`config.mk`:
```
export PLATFORM = sky130hd
export DESIGN_NAME = onehot_mux_pipe_flat
export DESIGN_NICKNAME = d
export VERILOG_FILES = /design/src/rtl/onehot_mux_pipe_if.sv /design/src/rtl/onehot_mux_pipe.sv /design/src/flat_wrapper.sv
export SDC_FILE = /design/constraint.sdc
export NUM_CORES = 1
export LEC_CHECK = 0
export ABC_CLOCK_PERIOD_IN_PS = 2200
export BUFFER_PORTS_ARGS = -buffer_cell sky130_fd_sc_hd__buf_2
export CORE_MARGIN = 10
export CORE_UTILIZATION = 52
export DETAILED_ROUTE_END_ITERATION = 12
export MAX_ROUTING_LAYER = met4
export PLACE_DENSITY_LB_ADDON = 0.15
export RECOVER_POWER = 100
export SYNTH_ARGS = -nofsm -noshare
export SYNTH_HDL_FRONTEND = slang
export SYNTH_SLANG_ARGS = --single-unit
```
`constraint.sdc`:
```
create_clock -name clk -period 2.2 [get_ports clk]
set_clock_uncertainty 0.15 [all_clocks]
set_input_delay 0.44 -clock clk [delete_from_list [all_inputs] [get_ports clk]]
set_output_delay 0.44 -clock clk [all_outputs]
set_load 0.03 [all_outputs]
```
`src/rtl/onehot_mux_pipe_if.sv`:
```
// Handshake bundle for onehot_mux_pipe: upstream select/data beat and downstream registered beat.
interface onehot_mux_pipe_if #(
  parameter int unsigned WIDTH  = 5,
  parameter int unsigned NUM_IN = 3,
  parameter int unsigned IDX_W  = $clog2(NUM_IN)
);
  logic [NUM_IN*WIDTH-1:0] in_data;
  logic [NUM_IN-1:0]       in_sel;
  logic                    in_valid;
  logic                    in_ready;
  logic [WIDTH-1:0]        out_data;
  logic [IDX_W-1:0]        out_idx;
  logic                    out_err;
  logic                    out_valid;
  logic                    out_ready;

  // Producer/consumer side (drives inputs, sinks outputs).
  modport master (
    output in_data, in_sel, in_valid, out_ready,
    input  in_ready, out_data, out_idx, out_err, out_valid
  );

  // Mux block side.
  modport slave (
    input  in_data, in_sel, in_valid, out_ready,
    output in_ready, out_data, out_idx, out_err, out_valid
  );
endinterface

```
`src/rtl/onehot_mux_pipe.sv`:
```
// N-way one-hot select mux with registered valid/ready output, 2-entry skid buffer,
// illegal-select fallback to DEFAULT_IDX and a saturating illegal-select counter.
module onehot_mux_pipe #(
  parameter int unsigned WIDTH       = 5,
  parameter int unsigned NUM_IN      = 3,
  parameter int unsigned DEFAULT_IDX = NUM_IN - 1,
  parameter int unsigned ERR_CNT_W   = 8,
  parameter int unsigned IDX_W       = $clog2(NUM_IN)
) (
  input  logic                 clk,
  input  logic                 rst_n,
  onehot_mux_pipe_if.slave     bus,
  input  logic                 err_clr,
  output logic [ERR_CNT_W-1:0] err_cnt
);

  typedef struct packed {
    logic             err;
    logic [IDX_W-1:0] idx;
    logic [WIDTH-1:0] data;
  } beat_t;

  typedef enum logic [1:0] {ST_EMPTY, ST_BUSY, ST_FULL} state_t;

  localparam logic [ERR_CNT_W-1:0] CNT_MAX = '1;

  state_t      state_q, state_nxt;
  beat_t       or_q, sk_q, in_beat;
  logic        out_valid_q, in_ready_q;
  logic        accept, emit;
  logic        ld_or_in, ld_or_sk, ld_sk;
  logic [NUM_IN-1:0] sel_g;
  logic        legal;

  // Select decode; select is masked by valid so an undriven select cannot propagate.
  always_comb begin
    sel_g        = bus.in_valid ? bus.in_sel : '0;
    legal        = (sel_g != '0) && ((sel_g & (sel_g - NUM_IN'(1))) == '0);
    in_beat.idx  = IDX_W'(DEFAULT_IDX);
    in_beat.err  = 1'b1;
    in_beat.data = '0;
    if (legal) begin
      in_beat.err = 1'b0;
      for (int i = 0; i < int'(NUM_IN); i++) begin
        if (sel_g[i]) in_beat.idx = IDX_W'(i);
      end
    end
    for (int i = 0; i < int'(NUM_IN); i++) begin
      if (in_beat.idx == IDX_W'(i)) in_beat.data = bus.in_data[i*WIDTH +: WIDTH];
    end
  end

  assign accept = bus.in_valid & in_ready_q;
  assign emit   = out_valid_q & bus.out_ready;

  always_ff @(posedge clk or negedge rst_n) begin
    if (!rst_n) state_q <= ST_EMPTY;
    else        state_q <= state_nxt;
  end

  // Occupancy FSM: OR holds the head beat, SK catches one beat while OR is stalled.
  always_comb begin
    state_nxt = state_q;
    ld_or_in  = 1'b0;
    ld_or_sk  = 1'b0;
    ld_sk     = 1'b0;
    unique case (state_q)
      ST_EMPTY: begin
        if (accept) begin
          ld_or_in  = 1'b1;
          state_nxt = ST_BUSY;
        end
      end
      ST_BUSY: begin
        if (accept && emit) begin
          ld_or_in = 1'b1;
        end else if (accept) begin
          ld_sk     = 1'b1;
          state_nxt = ST_FULL;
        end else if (emit) begin
          state_nxt = ST_EMPTY;
        end
      end
      ST_FULL: begin
        if (emit) begin
          ld_or_sk  = 1'b1;
          state_nxt = ST_BUSY;
        end
      end
      default: state_nxt = ST_EMPTY;
    endcase
  end

  // Beat storage and registered handshake flags.
  always_ff @(posedge clk or negedge rst_n) begin
    if (!rst_n) begin
      or_q        <= '0;
      sk_q        <= '0;
      out_valid_q <= 1'b0;
      in_ready_q  <= 1'b1;
    end else begin
      if (ld_or_in)      or_q <= in_beat;
      else if (ld_or_sk) or_q <= sk_q;
      if (ld_sk)         sk_q <= in_beat;
      out_valid_q <= (state_nxt != ST_EMPTY);
      in_ready_q  <= (state_nxt != ST_FULL);
    end
  end

  // Saturating illegal-select counter; clear wins over history but not over the current beat.
  always_ff @(posedge clk or negedge rst_n) begin
    if (!rst_n) begin
      err_cnt <= '0;
    end else if (err_clr) begin
      err_cnt <= (accept && in_beat.err) ? ERR_CNT_W'(1) : '0;
    end else if (accept && in_beat.err && (err_cnt != CNT_MAX)) begin
      err_cnt <= err_cnt + ERR_CNT_W'(1);
    end
  end

  assign bus.in_ready  = in_ready_q;
  assign bus.out_valid = out_valid_q;
  assign bus.out_data  = or_q.data;
  assign bus.out_idx   = or_q.idx;
  assign bus.out_err   = or_q.err;

endmodule

```
`src/flat_wrapper.sv`:
```
// flat-port wrapper written by rule: the top's interface ports become plain ports
module onehot_mux_pipe_flat 
#(
  parameter int unsigned WIDTH       = 5,
  parameter int unsigned NUM_IN      = 3,
  parameter int unsigned DEFAULT_IDX = NUM_IN - 1,
  parameter int unsigned ERR_CNT_W   = 8,
  parameter int unsigned IDX_W       = $clog2(NUM_IN)
)
  (clk, rst_n, err_clr, err_cnt, bus_in_data, bus_in_sel, bus_in_valid, bus_out_ready, bus_in_ready, bus_out_data, bus_out_idx, bus_out_err, bus_out_valid);
  onehot_mux_pipe_if #(.WIDTH(WIDTH), .NUM_IN(NUM_IN), .IDX_W(IDX_W)) bus_i ();
  input  logic clk;
  input  logic rst_n;
  input  logic err_clr;
  output logic [ERR_CNT_W-1:0] err_cnt;
  input wire logic [$bits(bus_i.in_data)-1:0] bus_in_data;
  input wire logic [$bits(bus_i.in_sel)-1:0] bus_in_sel;
  input wire logic [$bits(bus_i.in_valid)-1:0] bus_in_valid;
  input wire logic [$bits(bus_i.out_ready)-1:0] bus_out_ready;
  output wire logic [$bits(bus_i.in_ready)-1:0] bus_in_ready;
  output wire logic [$bits(bus_i.out_data)-1:0] bus_out_data;
  output wire logic [$bits(bus_i.out_idx)-1:0] bus_out_idx;
  output wire logic [$bits(bus_i.out_err)-1:0] bus_out_err;
  output wire logic [$bits(bus_i.out_valid)-1:0] bus_out_valid;
  assign bus_i.in_data = bus_in_data;
  assign bus_i.in_sel = bus_in_sel;
  assign bus_i.in_valid = bus_in_valid;
  assign bus_i.out_ready = bus_out_ready;
  assign bus_in_ready = bus_i.in_ready;
  assign bus_out_data = bus_i.out_data;
  assign bus_out_idx = bus_i.out_idx;
  assign bus_out_err = bus_i.out_err;
  assign bus_out_valid = bus_i.out_valid;
  onehot_mux_pipe #(.WIDTH(WIDTH), .NUM_IN(NUM_IN), .DEFAULT_IDX(DEFAULT_IDX), .ERR_CNT_W(ERR_CNT_W), .IDX_W(IDX_W)) u_core (.clk(clk), .rst_n(rst_n), .bus(bus_i), .err_clr(err_clr), .err_cnt(err_cnt));
endmodule
```
==> metrics.sh <==
RESULT_OF_THE_RUN='completed'
WIRE_LENGTH_OF_THE_FIRST_GLOBAL_ROUTING_PASS_UM=5940
ANTENNA_FOUND_INITIAL=0
WORSTPATHARRIVAL_NS=2.09
CTS_TREE='built'
ROUTE.ANTENNA.REMAINING_NETS=0
P_SWITCHING_W=0.000753
COUNT_OF_PINS_OVER_THEIR_SLEW_LIMIT=0
CTSLONGESTPATHBUFFERS=2
DRT-VIAS-PER-INSTANCE=5.75
ANTENNA-DIODE-COUNT=0
HPWL_UM=2890
SLEW_HEADROOM=0.538
YOSYS_REGISTER_BITS=28
FIRST_GLOBAL_VIAS=1291
CTS_INSERTED_BUFFERS=3
GR-TOTAL-OVERFLOW=0
CTS_HOLD_BUF=1
FLOORPLAN.INITIALDENSITY=0.534
YS_SEQ_AREA_FRAC=0.442
ASYNC_RESET_FF_FRAC=1.00
INITIALDRTVIOLATIONCOUNT=101
SYNTHFLOPTYPE='sky130_fd_sc_hd__dfrtp_1'
CELL_INTERNAL_POWER_W=0.00101
CLK_LATENCY_NS=0.32
MAX_FREQ_GHz=0.495
CP_DATA_REQUIRED_TIME_NS=2.27
SYNTH.TOP_CELL.AREA_SHARE=0.425
DIEAREA_UM2=5670
REMAINING_DRC_ERRORS=0
SYNTH_COMMONEST_CELLS='27 x sky130_fd_sc_hd__dfrtp_1, 18 x sky130_fd_sc_hd__nand2_1, 15 x sky130_fd_sc_hd__o21ai_0'
WORST_SLACK_NS=0.178
TIMING.FINAL.CRIT_SHARE=0.919
FINALWORSTPATHREQUIREDPERIOD_NS=2.02
LARGEST_NET_DEGREE_AT_THE_START_OF_GLOBAL_ROUTING=29
AREA_GROWTH_PCT=15.9
CHIPHEIGHT_UM=75.3
VIAS=1427
SLEW_AT_THE_PIN_CLOSEST_TO_ITS_MAX_SLEW_LIMIT_NS=0.694
IO_BUFFERS=40
YOSYS-TOP-CELLS-AREA='sky130_fd_sc_hd__dfrtp_1 43%, sky130_fd_sc_hd__mux2i_1 5.7%, sky130_fd_sc_hd__o21ai_0 4.7%'
TOTAL_NETS_AFTER_SYNTHESIS=197
WORST_SETUP_PATH_END_KIND='register'
COMB_POWER_SHARE=0.421
DIE_W_UM=75.3
PATH_CLK_SLEW_NS=0.14
SWSHARE=0.427
CTS_RESIZED=0
GLOBALPLACE.CONGESTION=0.880
CTS.REPAIR_TIMING.SETUP_BUFFER_COUNT=0
CRIT_FANOUT=6
NETLIST_INSTANCES=173
TIMING.CRITICAL_PATH.FROM_TYPE='register'
MAXCAPVIOLATIONS=0
YOSYS.AREA.TOP_TYPE='sky130_fd_sc_hd__dfrtp_1'
POWERDENSITY_nW_PER_UM2=958
PWR-SHARE-CLK=0.123
CRIT_TYPE='reg -> reg'
DESIGN.PORTCOUNT=41
DRT_PASS1_ITERATIONS=4
YOSYS.CELL_TYPES.COUNT=39
HOLD_VIOL_FINAL=0
POWER.IR.VDD_WORST_V=0.000376
FINAL_NETS=240
RSZ0062_AT_GRT='false'
YOSYSMOSTFREQUENTCELL='sky130_fd_sc_hd__dfrtp_1'
POSTPLACECELLAREA_UM2=1840
POST_SYNTH_EDFFS=0
FINAL_AREA_UM2=1840
CORE.ROWCOUNT=20
POSTROUTEWIRELENGTH_UM=3720
FINAL_LAYOUT_SIZE_SUFFIX_GT1_FRAC=0.158
MAPPEDNETLISTAREA_UM2=1590
POWER.STATIC_LEAKAGE_nW=0.835
SYNTH.AVG_CELL_AREA_UM2=9.19
FIN_TNS_SETUP_NS=0
FLOORPLAN.CORE_AREA_UM2=2980
CLOCK_TREE_SINKS=28
CTS_MAX_LEVEL=1
SETUP_VIOL=0
ROUTED_WIRE_LENGTH_PER_INSTANCE_UM=15.0
PLACE_WORST_SETUP_SLACK_NS=0.0329
SEQPWRFRAC=0.456
CLOCK-ROOT-BUFFER='sky130_fd_sc_hd__clkbuf_4'
HOLD_PATH_CLASS='in -> reg'
YOSYS_WARNINGS=0
FINAL_UTIL=0.618
GRT_USE_TOTAL=0.136
[critical path, cell delays in order, from the launching register on]
cell                        delay (ns)
sky130_fd_sc_hd__dfstp_1          0.59
sky130_fd_sc_hd__nand2_1          0.15
sky130_fd_sc_hd__a2111oi_0        0.35
sky130_fd_sc_hd__buf_4            0.19
sky130_fd_sc_hd__and4b_1          0.18
sky130_fd_sc_hd__mux2_2           0.33
[per-stage QoR]
stage | hold WS (ns) | cells | total power, W
floorplan | -0.00559 | 173 | 0.00136
global placement | 0.311 | 243 | 0.00157
detailed placement | 0.320 | 243 | 0.00160
CTS | 0.222 | 248 | 0.00182
global route | 0.228 | 248 | 0.00190
finish | 0.242 | 248 | 0.00176
[per-layer routing]
metal  GRT usage  wire length, µm
met1       0.193             1890
met2       0.186             1550
met3      0.0356              252
met4      0.0371               25
met5           -                0
[cells by family after synthesis]
group	Yosys count	synth area share
XOR/XNOR	2	0.0158
multiplexers	11	0.0709
AND/OR/NAND/NOR	67	0.229
AO/OA/AOI/OAI	46	0.186
adder cells (fa/ha/maj)	1	0.00787
buffers and inverters	18	0.0488
flip-flops	28	0.442
[power by group through the flow]
stage          Combinational (W)  Sequential, W  Clock (W)
2_1_floorplan           0.000370       0.000992          0
3_3_place_gp            0.000764       0.000810          0
3_5_place_dp            0.000785       0.000815          0
4_1_cts                 0.000787       0.000803   0.000225
5_1_grt                 0.000826       0.000831   0.000247
6_report                0.000743       0.000805   0.000216
[state kept, by name (all words and copies together) (netlist names)]
register,cells
u_core.bus.in_ready,1
u_core.bus.out_data,5
u_core.bus.out_err,1
u_core.bus.out_idx,2
u_core.bus.out_valid,1
u_core.err_cnt,8
u_core.sk_q,8
u_core.state_q,2
[layout by cell type (no fill, tap or decap), drive strengths merged, types with 3 or more instances in the layout]
cell type  netlist  routed
dfrtp           27      27
nor2b           10      10
o221ai           5       5
buf              3      26
and2             3       3
o211ai           4       4
mux2i            9       9
o21ai           15      15
a31oi            7       7
a21oi            6       6
nor4b            6       6
nand3            7       7
nor2            11      11
nand2           18      18
clkbuf           7      25
inv              8       8
[cell type report]
class	instances	area, µm²
Fill cell	281	1140
Sequential cell	28	702
Multi-Input combinational cell	127	810
Timing Repair Buffer	48	233
Clock buffer	4	26.3
Tap cell	33	41.3
Inverter	8	30.0
[final timing paths]
check,start,end,slack [ns],cells after the start
max,u_core.bus.in_ready$_DFF_PN1_,u_core.err_cnt[5]$_DFFE_PN0P_,0.18,5
min,err_clr,u_core.err_cnt[4]$_DFFE_PN0P_,0.24,2
max reg2reg,u_core.bus.in_ready$_DFF_PN1_,u_core.err_cnt[5]$_DFFE_PN0P_,0.18,5
min reg2reg,u_core.sk_q[6]$_DFFE_PN0P_,u_core.sk_q[6]$_DFFE_PN0P_,0.36,2
max in group asynchronous,rst_n,u_core.bus.out_valid$_DFF_PN0_,0.93,2
min in group asynchronous,rst_n,u_core.bus.out_idx[0]$_DFFE_PN0P_,0.52,2
Note: power is estimated with default switching activity, not from simulation.
